`src/rtl/pci_arb_pkg.sv`:
```
// Shared types and constants for the PCI bus arbiter.
package pci_arb_pkg;

  typedef enum logic [1:0] {
    IDLE  = 2'd0,
    GRANT = 2'd1,
    BUSY  = 2'd2
  } arb_state_e;

  localparam int MAX_DEV = 8;
  localparam int OWNER_W = $clog2(MAX_DEV);

  function automatic int cnt_width(input int timeout);
    return (timeout > 1) ? $clog2(timeout) : 1;
  endfunction

endpackage

```
`src/rtl/pci_arbiter_rr_picker.sv`:
```
// Combinational round-robin picker: first active request at or above ptr, wrapping.
module rr_picker
  import pci_arb_pkg::*;
#(
  parameter int NUM_DEV = 4
) (
  input  logic [NUM_DEV-1:0] req,
  input  logic [OWNER_W-1:0] ptr,
  output logic [OWNER_W-1:0] winner,
  output logic               valid
);

  // Walk offsets from farthest to nearest so the nearest active request is written last.
  always_comb begin
    winner = '0;
    valid  = 1'b0;
    for (int off = NUM_DEV - 1; off >= 0; off--) begin
      for (int i = 0; i < NUM_DEV; i++) begin
        if (req[i] && (i == ((int'(ptr) + off) % NUM_DEV))) begin
          winner = OWNER_W'(i);
          valid  = 1'b1;
        end
      end
    end
  end

endmodule

```
`src/rtl/pci_arbiter.sv`:
```
// PCI central arbiter: round-robin grant, bus-idle tracking, unused-grant timeout.
// Optional grant parking on PARK_DEV when built with PCI_ARB_PARKING_EN.
module pci_arbiter
  import pci_arb_pkg::*;
#(
  parameter int NUM_DEV  = 4,
  parameter int TIMEOUT  = 16,
  parameter int PARK_DEV = 0
) (
  input  logic               clk,
  input  logic               reset,
  input  logic [NUM_DEV-1:0] request,
  input  logic               iframe,
  input  logic               iready,
  output logic [NUM_DEV-1:0] grant,
  output logic [2:0]         owner,
  output logic               bus_busy
);

  localparam int                 CW       = cnt_width(TIMEOUT);
  localparam logic [CW-1:0]      CNT_LAST = CW'(TIMEOUT - 1);
  localparam logic [NUM_DEV-1:0] GNT_NONE = '1;

  if (NUM_DEV < 2 || NUM_DEV > MAX_DEV || PARK_DEV < 0 || PARK_DEV >= NUM_DEV) begin : g_bad_cfg
    $error("pci_arbiter: NUM_DEV or PARK_DEV out of range");
  end

  function automatic logic [NUM_DEV-1:0] grant_for(input logic [OWNER_W-1:0] idx);
    logic [NUM_DEV-1:0] g;
    for (int i = 0; i < NUM_DEV; i++) g[i] = (idx != OWNER_W'(i));
    return g;
  endfunction

  function automatic logic [OWNER_W-1:0] ptr_after(input logic [OWNER_W-1:0] idx);
    return (idx == OWNER_W'(NUM_DEV - 1)) ? '0 : idx + OWNER_W'(1);
  endfunction

  arb_state_e          state_q, state_d;
  logic [OWNER_W-1:0]  ptr_q, ptr_d;
  logic [CW-1:0]       cnt_q, cnt_d;
  logic [NUM_DEV-1:0]  grant_d;
  logic [OWNER_W-1:0]  owner_d;
  logic [OWNER_W-1:0]  pick_idx;
  logic                pick_vld;
  logic                bus_idle;
  logic                owner_released;

  assign bus_idle = iframe & iready;

  rr_picker #(.NUM_DEV(NUM_DEV)) u_picker (
    .req    (~request),
    .ptr    (ptr_q),
    .winner (pick_idx),
    .valid  (pick_vld)
  );

  always_comb begin
    owner_released = 1'b1;
    for (int i = 0; i < NUM_DEV; i++) begin
      if (owner == OWNER_W'(i)) owner_released = request[i];
    end
  end

`ifdef PCI_ARB_PARKING_EN
  logic parked;
  assign parked = (grant != GNT_NONE);
`endif

  always_comb begin
    state_d = state_q;
    ptr_d   = ptr_q;
    cnt_d   = cnt_q;
    grant_d = grant;
    owner_d = owner;
    case (state_q)
      IDLE: begin
`ifdef PCI_ARB_PARKING_EN
        if (parked && !iframe) begin
          state_d = BUSY;
        end else if (pick_vld) begin
          // A competing request first drops the park grant so the bus turns around.
          if (parked && pick_idx != OWNER_W'(PARK_DEV)) begin
            grant_d = GNT_NONE;
          end else if (bus_idle) begin
            grant_d = grant_for(pick_idx);
            owner_d = pick_idx;
            cnt_d   = '0;
            state_d = GRANT;
          end else begin
            grant_d = GNT_NONE;
          end
        end else if (bus_idle) begin
          grant_d = grant_for(OWNER_W'(PARK_DEV));
          owner_d = OWNER_W'(PARK_DEV);
        end else begin
          grant_d = GNT_NONE;
        end
`else
        grant_d = GNT_NONE;
        if (pick_vld && bus_idle) begin
          grant_d = grant_for(pick_idx);
          owner_d = pick_idx;
          cnt_d   = '0;
          state_d = GRANT;
        end
`endif
      end
      GRANT: begin
        if (!iframe) begin
          state_d = BUSY;
        end else if (owner_released) begin
          grant_d = GNT_NONE;
          state_d = IDLE;
        end else if (cnt_q == CNT_LAST) begin
          grant_d = GNT_NONE;
          ptr_d   = ptr_after(owner);
          state_d = IDLE;
        end else begin
          cnt_d = cnt_q + CW'(1);
        end
      end
      BUSY: begin
        if (bus_idle) begin
          grant_d = GNT_NONE;
          ptr_d   = ptr_after(owner);
          state_d = IDLE;
        end
      end
      default: begin
        grant_d = GNT_NONE;
        state_d = IDLE;
      end
    endcase
  end

  always_ff @(posedge clk or posedge reset) begin
    if (reset) begin
      state_q  <= IDLE;
      ptr_q    <= '0;
      cnt_q    <= '0;
      grant    <= GNT_NONE;
      owner    <= '0;
      bus_busy <= 1'b0;
    end else begin
      state_q  <= state_d;
      ptr_q    <= ptr_d;
      cnt_q    <= cnt_d;
      grant    <= grant_d;
      owner    <= owner_d;
      bus_busy <= (state_d == BUSY);
    end
  end

endmodule

```
`config.mk`:
```
export PLATFORM = sky130hd
export DESIGN_NAME = pci_arbiter
export DESIGN_NICKNAME = d
export VERILOG_FILES = /design/src/rtl/pci_arb_pkg.sv /design/src/rtl/pci_arbiter_rr_picker.sv /design/src/rtl/pci_arbiter.sv
export SDC_FILE = /design/constraint.sdc
export NUM_CORES = 1
export LEC_CHECK = 0
export CAP_MARGIN = 20
export CORE_MARGIN = 2
export CORE_UTILIZATION = 30
export DETAILED_ROUTE_END_ITERATION = 10
export PLACE_DENSITY_LB_ADDON = 0.2
export SYNTH_ARGS = -nofsm -noshare
export SYNTH_HDL_FRONTEND = slang
export SYNTH_SLANG_ARGS = --single-unit
```
`constraint.sdc`:
```
create_clock -name clk -period 2.2 [get_ports clk]
set_clock_uncertainty 0.2 [all_clocks]
set_input_delay 0.44 -clock clk [delete_from_list [all_inputs] [get_ports clk]]
set_output_delay 0.44 -clock clk [all_outputs]
set_load 0.05 [all_outputs]
```
=== After elaboration in Yosys (flattened, before gate mapping) ===
Cells that the tools add are included.

* Register bits after elaboration: 15
* Bits in latches: 0
* Memory bits (writable): 0
* Bits in read-only memories: 0
* Input bits: 8
* Output and inout port bits: 8
* Logic and storage cells: 136
* Memories kept: 0

* $add $sub $neg: 5
* Multipliers: 0
* Divide/modulo/power cells: 0
* Magnitude comparators: 0
* Equal/unequal tests: 29
* Shift-type cells: 0
* Mux-type cells: 58
* Bitwise logic cells: 5
* Reductions and logical operators: 33

{| class="wikitable"
|+ Operators by type and width
! cell !! number
|-
| $logic_not A32 Y1 || 4
|-
| $mux W2 || 24
|-
| $mux W4 || 9
|-
| $mux W1 || 21
|-
| $eq A3 B3 Y1 const A || 6
|-
| $logic_and A1 B1 Y1 || 17
|-
| $ne A2 B2 Y1 const B || 8
|-
| $pmux W4 S3 || 1
|-
| $reduce_and A5 Y1 || 2
|-
| $eq A2 B3 Y1 const A || 3
|-
| $eq A2 B2 Y1 const B || 4
|-
| $pmux W4 S2 || 1
|-
| $pmux W2 S3 || 1
|-
| $reduce_or A2 Y1 || 3
|-
| $add A2 B1 Y2 const B || 2
|-
| $add A2 B2 Y2 const B || 2
|-
| $add A4 B1 Y4 const B || 1
|-
| $eq A2 B1 Y1 const B || 2
|-
| $eq A2 B2 Y1 const A || 2
|-
| $eq A4 B4 Y1 const B || 1
|-
| $not A4 Y4 || 1
|-
| $pmux W2 S2 || 1
|-
| $reduce_bool A2 Y1 || 2
|-
| $and A1 B1 Y1 const A || 3
|-
| 9 further kinds || 9
|}

=== Depth between registers and ports, before layout ===
Gate-level depths: netlist of the first run.

* Depth after elaboration: 25
* Gate-level depth with buffers: 6
* Depth with buffers taken out: 6

=== Hierarchy ===
Synthesis of the first run repeated with hierarchy kept, for this count alone.

* Cells, all modules: 100
* Area, all modules: 1,004.7 sq um

{| class="wikitable"
|+ By module, submodules not included
! module !! times used !! cells each !! area each (sq um) !! sequential area each (sq um)
|-
| pci_arbiter || 1 || 87 || 924.6 || 430.4
|-
| rr_picker || 1 || 13 || 80.1 || 0.0
|}

=== Least setup slack after synthesis of the first run ===
No wires, ideal clock.

* Kind: register -> register
* Start point: reg owner[0]
* End point: reg grant[2]
* Library setup time: 0.075 ns
* Arrival time: 2.003 ns
* Path slack: -0.078 ns
* Stages on the path, launching flop included: 7
* Buffers on the path: 0
* Clock period less this slack: 2.278 ns
* Path through: dfrtp_1 > inv_1 > ha_1 > nor3b_2 > or4_4 > a31oi_4 > a2bb2oi_1

* Cells in the longest elaborated chain, start to end: 8

{| class="wikitable"
|+ Ends and longest elaborated chain
! item !! RTL line !! RTL
|-
| from (decl) || pci_arbiter.sv:16 || <nowiki>output logic [2:0] owner,</nowiki>
|-
| from (signal assigned) || pci_arbiter.sv:149 || <nowiki>owner <= owner_d;</nowiki>
|-
| $logic_not A3 Y1 || pci_arbiter.sv:60 || <nowiki>if (owner == OWNER_W'(i)) owner_released = request[i];</nowiki>
|-
| $mux W1 (3 in a row) || pci_arbiter.sv:60 ||
|-
| $mux W1 (*) || pci_arbiter.sv:60 ||
|-
| $mux W4 || pci_arbiter.sv:111 || <nowiki>end else if (owner_released) begin</nowiki>
|-
| $mux W4 || pci_arbiter.sv:109 || <nowiki>if (!iframe) begin</nowiki>
|-
| $pmux W4 S3 || pci_arbiter.sv:75 || <nowiki>case (state_q)</nowiki>
|-
| to (signal assigned) || pci_arbiter.sv:148 || <nowiki>grant <= grant_d;</nowiki>
|-
| to (decl) || pci_arbiter.sv:15 || <nowiki>output logic [NUM_DEV-1:0] grant,</nowiki>
|}

Mark *: on every way between the ends. The rest lies on a longest branch, timed or not. The select of a mux whose other input is x is not followed.
A chain may end at the register's enable or synchronous reset.

=== Final worst setup path of the first run ===
* Start point: reg owner[1]
* End point: out owner[1]

No word-level cell between the ends.

==> metrics, run 1 <==
CTS buffer count=3; Slew Limit Fails=0; Setup Total Neg Slack=0 ps; critical path endpoint category=output port; dpl ws=-39.44 ps; CTS HTree Levels=1; Hold Fails Final Rpt=0; CTS hold repair buffers=0; count of different cell masters after synthesis=43; number of port buffers=14; die area=3739 µm²; initial antenna violation count=0; worst slew pin tran=603.5 ps; GR peak layer=met2; core box area=3078 µm²; clk buf depth=2; Pre-antenna DRT Iters=4; Cell Area, Placed=1225 µm²; Min Clock Period, post-route=2146 ps; non-filler cells, final=168; RSZ-0062 raised after global routing=false; num ports=16; commonest non-fill, non-tap cells in the layout=buf_4 (14), inv_1 (10), dfrtp_1 (9), clkdlybuf4s50_1 (9), nand2_1 (7); pin count of the biggest net entering global routing=16; Net Count, Synth=111; # rows=20; sequential area share after synthesis=38.83%; Gate power share=58.8%; clock share of power=10.7%; NumNets Final=138; fin area=1251 µm²; worst path bufs/invs=1; Worst Setup Start Kind=flip-flop; CP cell instances=clkdlybuf4s50_1; leading cell type in the layout, fill and taps excluded=buf_4; synth-to-layout area growth=27.71%; # DRC=0; switching share of total power=45.50%; met3 usage=2.311%; fmax=465.9 MHz; Worst Path Class, Setup=flip-flop to output port; routed wire length=2243 µm; Tot Pwr=1.525 mW; via density per instance=5.042; die height=61.15 µm; Net Sw Power=0.6940 mW; GR Util All Layers=14.31%; Remaining Overflow, GRT=0; Max stage delay on crit path=810 ps; Max Cap Viol=0; vias in the first global route=904; Internal=0.8312 mW; Post-CTS Resized=0; Tcrit/Tclk final=97.57%; worst IR drop on VDD=769.9 µV; Cells after Synth=98; PD cells=1219 nW/µm²; met1 usage=19.06%; fin util=40.65%; setup ws final=53.51 ps; Starting Density=31.83%; Post-CTS Setup Bufs=0; global-route wire length before repair=3974 µm; via count=847; CTS tree=done; WP data arrival=1510 ps; part of the power in registers=30.5%; GR Util met2=23.71%; status=complete, no violations; RePlAce Congestion=0.7880; dpl hpwl=1810 µm; Post-Syn Area per Cell=9.997 µm²; setup violators final=0; Clock Pin Slew Worst Setup and Hold Paths=90 ps; YS warnings=0; Wirelength per Cell=13.35 µm; Die X=61.15 µm; Worst path slowest cell=clkdlybuf4s50_1; Seq cells post-synth=15; Detail Route Antenna Nets=0; n_diodes=0; clk root buf=clkbuf_4; number of clock sinks=15; placed cell count=164; Min Hold Slack=308.0 ps; crit-path max FO=5; cell family with most CP delay=buffers and inverters; DRT iter0 DRCs=17; Worst-Skew Late Latency=280 ps; Mapped Area=979.7 µm²; Worst Hold Class=input pin to asynchronous set/reset pin; Required @ worst endpoint=1560 ps; Rel. slew slack=59.72%; leak pwr=0.5764 nW; share of post-route cells with drive strength above 1=27.42%
[cell usage after synthesis, drive strengths merged]
master   count  area (µm²)
and2b        1       7.510
a21o         1       7.510
ha           5       62.56
buf          1       7.510
o221a        1       11.26
a31oi        4       40.04
a2bb2oi      2       17.52
nand3b       3       22.52
nor4         1       12.51
and3         3       18.77
nor3         1       5.000
nor2         4       15.01
inv         10       37.54
a311o        1       10.01
dfstp        4       105.1
dfrtp       11       275.3
a211oi       2       15.01
nand2b       2       12.51
and2         1       6.260
o211ai       1       7.510
nor4b        1       8.760
nand3        3       15.01
or4          2       18.77
mux2i        4       40.04
mux2         2       22.52
a21oi        3       18.77
xor2         1       8.760
nand2        7       26.28
o221ai       1       8.760
or2          1       6.260
nand4        4       31.28
nor3b        2       20.02
o31ai        1       7.510
conb         1       3.750
o21ai        2       10.01
nor2b        1       6.260
o32a         2       20.02
o21ba        1       10.01
[flip-flops by register name (all words and copies together), names as in the netlist]
register  cells
bus_busy      1
cnt_q         4
grant         4
owner         2
ptr_q         2
state_q       2
[path summary, 6_finish.rpt]
check	from	end	slack, ps	cells after the start
max	owner[1]	owner[1]	50	1
max in group asynchronous	reset	owner[0]	1070	2
max reg2reg	owner[0]	grant[2]	150	6
min reg2reg	grant[3]	grant[3]	310	1
min	reset	cnt_q[3]	310	2
min in group clk	grant[3]	grant[3]	310	1
[kinds of logic (layout without fill, tap and decap cells)]
| kind of cell | Yosys count | in the layout | share of synthesized area (%) |
|---|---|---|---|
| multiplexers | 6 | 6 | 6.386 |
| XOR/XNOR | 1 | 1 | 0.8942 |
| adder cells (fa/ha/maj) | 5 | 5 | 6.386 |
| other | 1 | 1 | 0.3828 |
| flip-flops | 15 | 15 | 38.82 |
| AO/OA/AOI/OAI | 22 | 22 | 18.78 |
| buffers and inverters | 11 | 37 | 4.598 |
| AND/OR/NAND/NOR | 37 | 37 | 23.76 |
[power by group through the flow]
stage	Clock, mW	Sequential (mW)	Combinational [mW]
floorplan	0	0.596	0.501
global placement	0	0.466	0.893
detailed placement	0	0.469	0.899
CTS	0.175	0.464	0.903
global route	0.186	0.480	0.987
finish	0.164	0.465	0.897
[layout make-up]
type / count / area [µm²]
Fill cell: 307 / 1827
Multi-Input combinational cell: 72 / 554.3
Inverter: 10 / 37.54
Tap cell: 44 / 55.05
Clock buffer: 4 / 26.28
Sequential cell: 15 / 382.9
Timing Repair Buffer: 23 / 195.2
[routing by layer]
| metal | vias to the layer above | routed length, µm |
|---|---|---|
| met5 | - | 0 |
| met4 | 0 | 10 |
| met3 | 2 | 118 |
| met2 | 23 | 1092 |
| met1 | 408 | 1021 |
| li1 | 414 | - |
Power figures use the tool's default switching activity.
==> run 2: changes to the inputs <==
Settings changed: GPL_ROUTABILITY_DRIVEN set to 0, PLACE_DENSITY set to 0.48, PLACE_DENSITY_LB_ADDON 0.2 to not set.
==> run 2 against run 1 <==
Via count is 1.9% lower. Final cell count is 1.2% lower. Sequential share of layout area is 0.28 points higher. Cell area is 0.90% lower. Sequential power is 0.9% higher. First-iteration DRC count is 82% higher. Routed wire length is 4.9% higher. Die area stayed put.
==> metrics, run 2 (synthesized netlist as in run 1, its figures left out) <==
CTS tree=done; via count=831 (-1.9%); Hold Fails Final Rpt=0 (unchanged); DRT iter0 DRCs=31 (+14); worst IR drop on VDD=531.4 µV (-31%); Min Clock Period, post-route=2070 ps (-76.06 ps); GR Util met2=20.97% (-2.7 points); Min Hold Slack=295.9 ps (-12.11 ps); placed cell count=162 (-1.2%); # fillers=317 (+3.3%); num ports=16 (unchanged); Worst Hold Class=input pin to asynchronous set/reset pin; Worst-Skew Late Latency=290 ps (about the same); initial antenna violation count=0 (unchanged); via density per instance=5.006 (-0.71%); core box area=3078 µm² (unchanged); RSZ-0062 raised after global routing=false; cell family with most CP delay=buffers and inverters; critical path endpoint category=output port; Wirelength per Cell=14.17 µm (+6.2%); global-route wire length before repair=3870 µm (-2.6%); pin count of the biggest net entering global routing=16 (unchanged); met3 usage=3.151% (+0.84 points); synth-to-layout area growth=26.56%; CP cell instances=clkdlybuf4s50_1; number of clock sinks=15 (unchanged); dpl hpwl=1794 µm (-0.92%); n_diodes=0 (unchanged); Cell Area, Placed=1210 µm² (-1.2%); fin area=1240 µm² (-0.90%); PD cells=1238 nW/µm² (+1.5%); leading cell type in the layout, fill and taps excluded=buf_4; met1 usage=20.31% (+1.3 points); # DRC=0 (unchanged); number of port buffers=14 (unchanged); dpl ws=-17.09 ps (+22.35 ps); CTS hold repair buffers=0 (unchanged); Pre-antenna DRT Iters=4 (unchanged); WP data arrival=1430 ps (-80 ps); Post-CTS Setup Bufs=0 (unchanged); Setup Total Neg Slack=0 ps (unchanged); Remaining Overflow, GRT=0 (unchanged); Required @ worst endpoint=1560 ps (about the same); CTS buffer count=3 (unchanged); Post-CTS Resized=0 (unchanged); # rows=20 (unchanged); Die X=61.15 µm (unchanged); Rel. slew slack=60.44% (+0.71 points); Starting Density=31.83% (unchanged); Worst path slowest cell=clkdlybuf4s50_1; fmax=483.0 MHz (+3.7%); routed wire length=2353 µm (+4.9%); leak pwr=0.5785 nW (+0.36%); Detail Route Antenna Nets=0 (unchanged); Worst Path Class, Setup=flip-flop to output port; Clock Pin Slew Worst Setup and Hold Paths=100 ps (about the same); status=complete, no violations; crit-path max FO=1 (-4); GR Util All Layers=14.55% (+0.24 points); setup ws final=129.6 ps (+76.06 ps); clk buf depth=2 (unchanged); Max Cap Viol=0 (unchanged); share of post-route cells with drive strength above 1=27.05% (-0.37 points); clk root buf=clkbuf_4; setup violators final=0 (unchanged); Top Registers=cnt_q: 4 flops, grant: 4 flops; vias in the first global route=806 (-11%); worst path bufs/invs=1 (unchanged); Max stage delay on crit path=800 ps (about the same); Tcrit/Tclk final=94.11% (-3.5 points); Slew Limit Fails=0 (unchanged); fin util=40.28% (-0.37 points); Worst Setup Start Kind=flip-flop; worst slew pin tran=592.8 ps (-10.66 ps); Tot Pwr=1.535 mW (+0.62%); non-filler cells, final=166 (-1.2%); GR peak layer=met2; NumNets Final=136 (-1.4%); die area=3739 µm² (unchanged); die height=61.15 µm (unchanged); commonest non-fill, non-tap cells in the layout=buf_4 (12), inv_1 (10), dfrtp_1 (9); CTS HTree Levels=1 (unchanged)
run 2: cell types whose count changed in the layout (fill, tap and decap cells not counted):
cell             previous run  this run
buf_4                      14        12
clkbuf_1                    1         0
clkdlybuf4s50_1             9         8
clkinv_2                    0         1
dlymetal6s2s_1              0         1
run 2: power breakdown:
| part | internal (mW) | switching, mW | leakage, nW |
|---|---|---|---|
| Clock | 0.0678 | 0.101 | 0.0177 |
| Combinational | 0.384 | 0.513 | 0.380 |
| Sequential | 0.370 | 0.0989 | 0.181 |
run 2: per-layer routing:
metal / wire, µm / part of all wire, % / vias to the layer above
li1: - / - / 409
met1: 1171 / 50 / 391
met2: 1017 / 43 / 24
met3: 113 / 4.8 / 7
met4: 51 / 2.2 / 0
met5: 0 / 0 / -
run 2: path summary, 6_finish.rpt:
path                            startpoint       end  slack (ps)  cells past startpoint
worst max-delay path              bus_busy  bus_busy         130                      1
worst min-delay path                 reset  ptr_q[0]         300                      2
worst max register to register    owner[0]  grant[2]         130                      6
worst min register to register    grant[3]  grant[3]         310                      1
max in group asynchronous            reset  owner[1]        1080                      2
min in group clk                  grant[3]  grant[3]         310                      1
run 2: layout make-up:
| cell class | count | area, µm² | area share (%) |
|---|---|---|---|
| Inverter | 10 | 37.54 | 3.027 |
| Sequential cell | 15 | 382.9 | 30.88 |
| Clock buffer | 3 | 22.52 | 1.816 |
| Timing Repair Buffer | 21 | 182.7 | 14.73 |
| Multi-Input combinational cell | 72 | 554.3 | 44.70 |
| Clock inverter | 1 | 5.005 | 0.4036 |
| Tap cell | 44 | 55.05 | 4.440 |
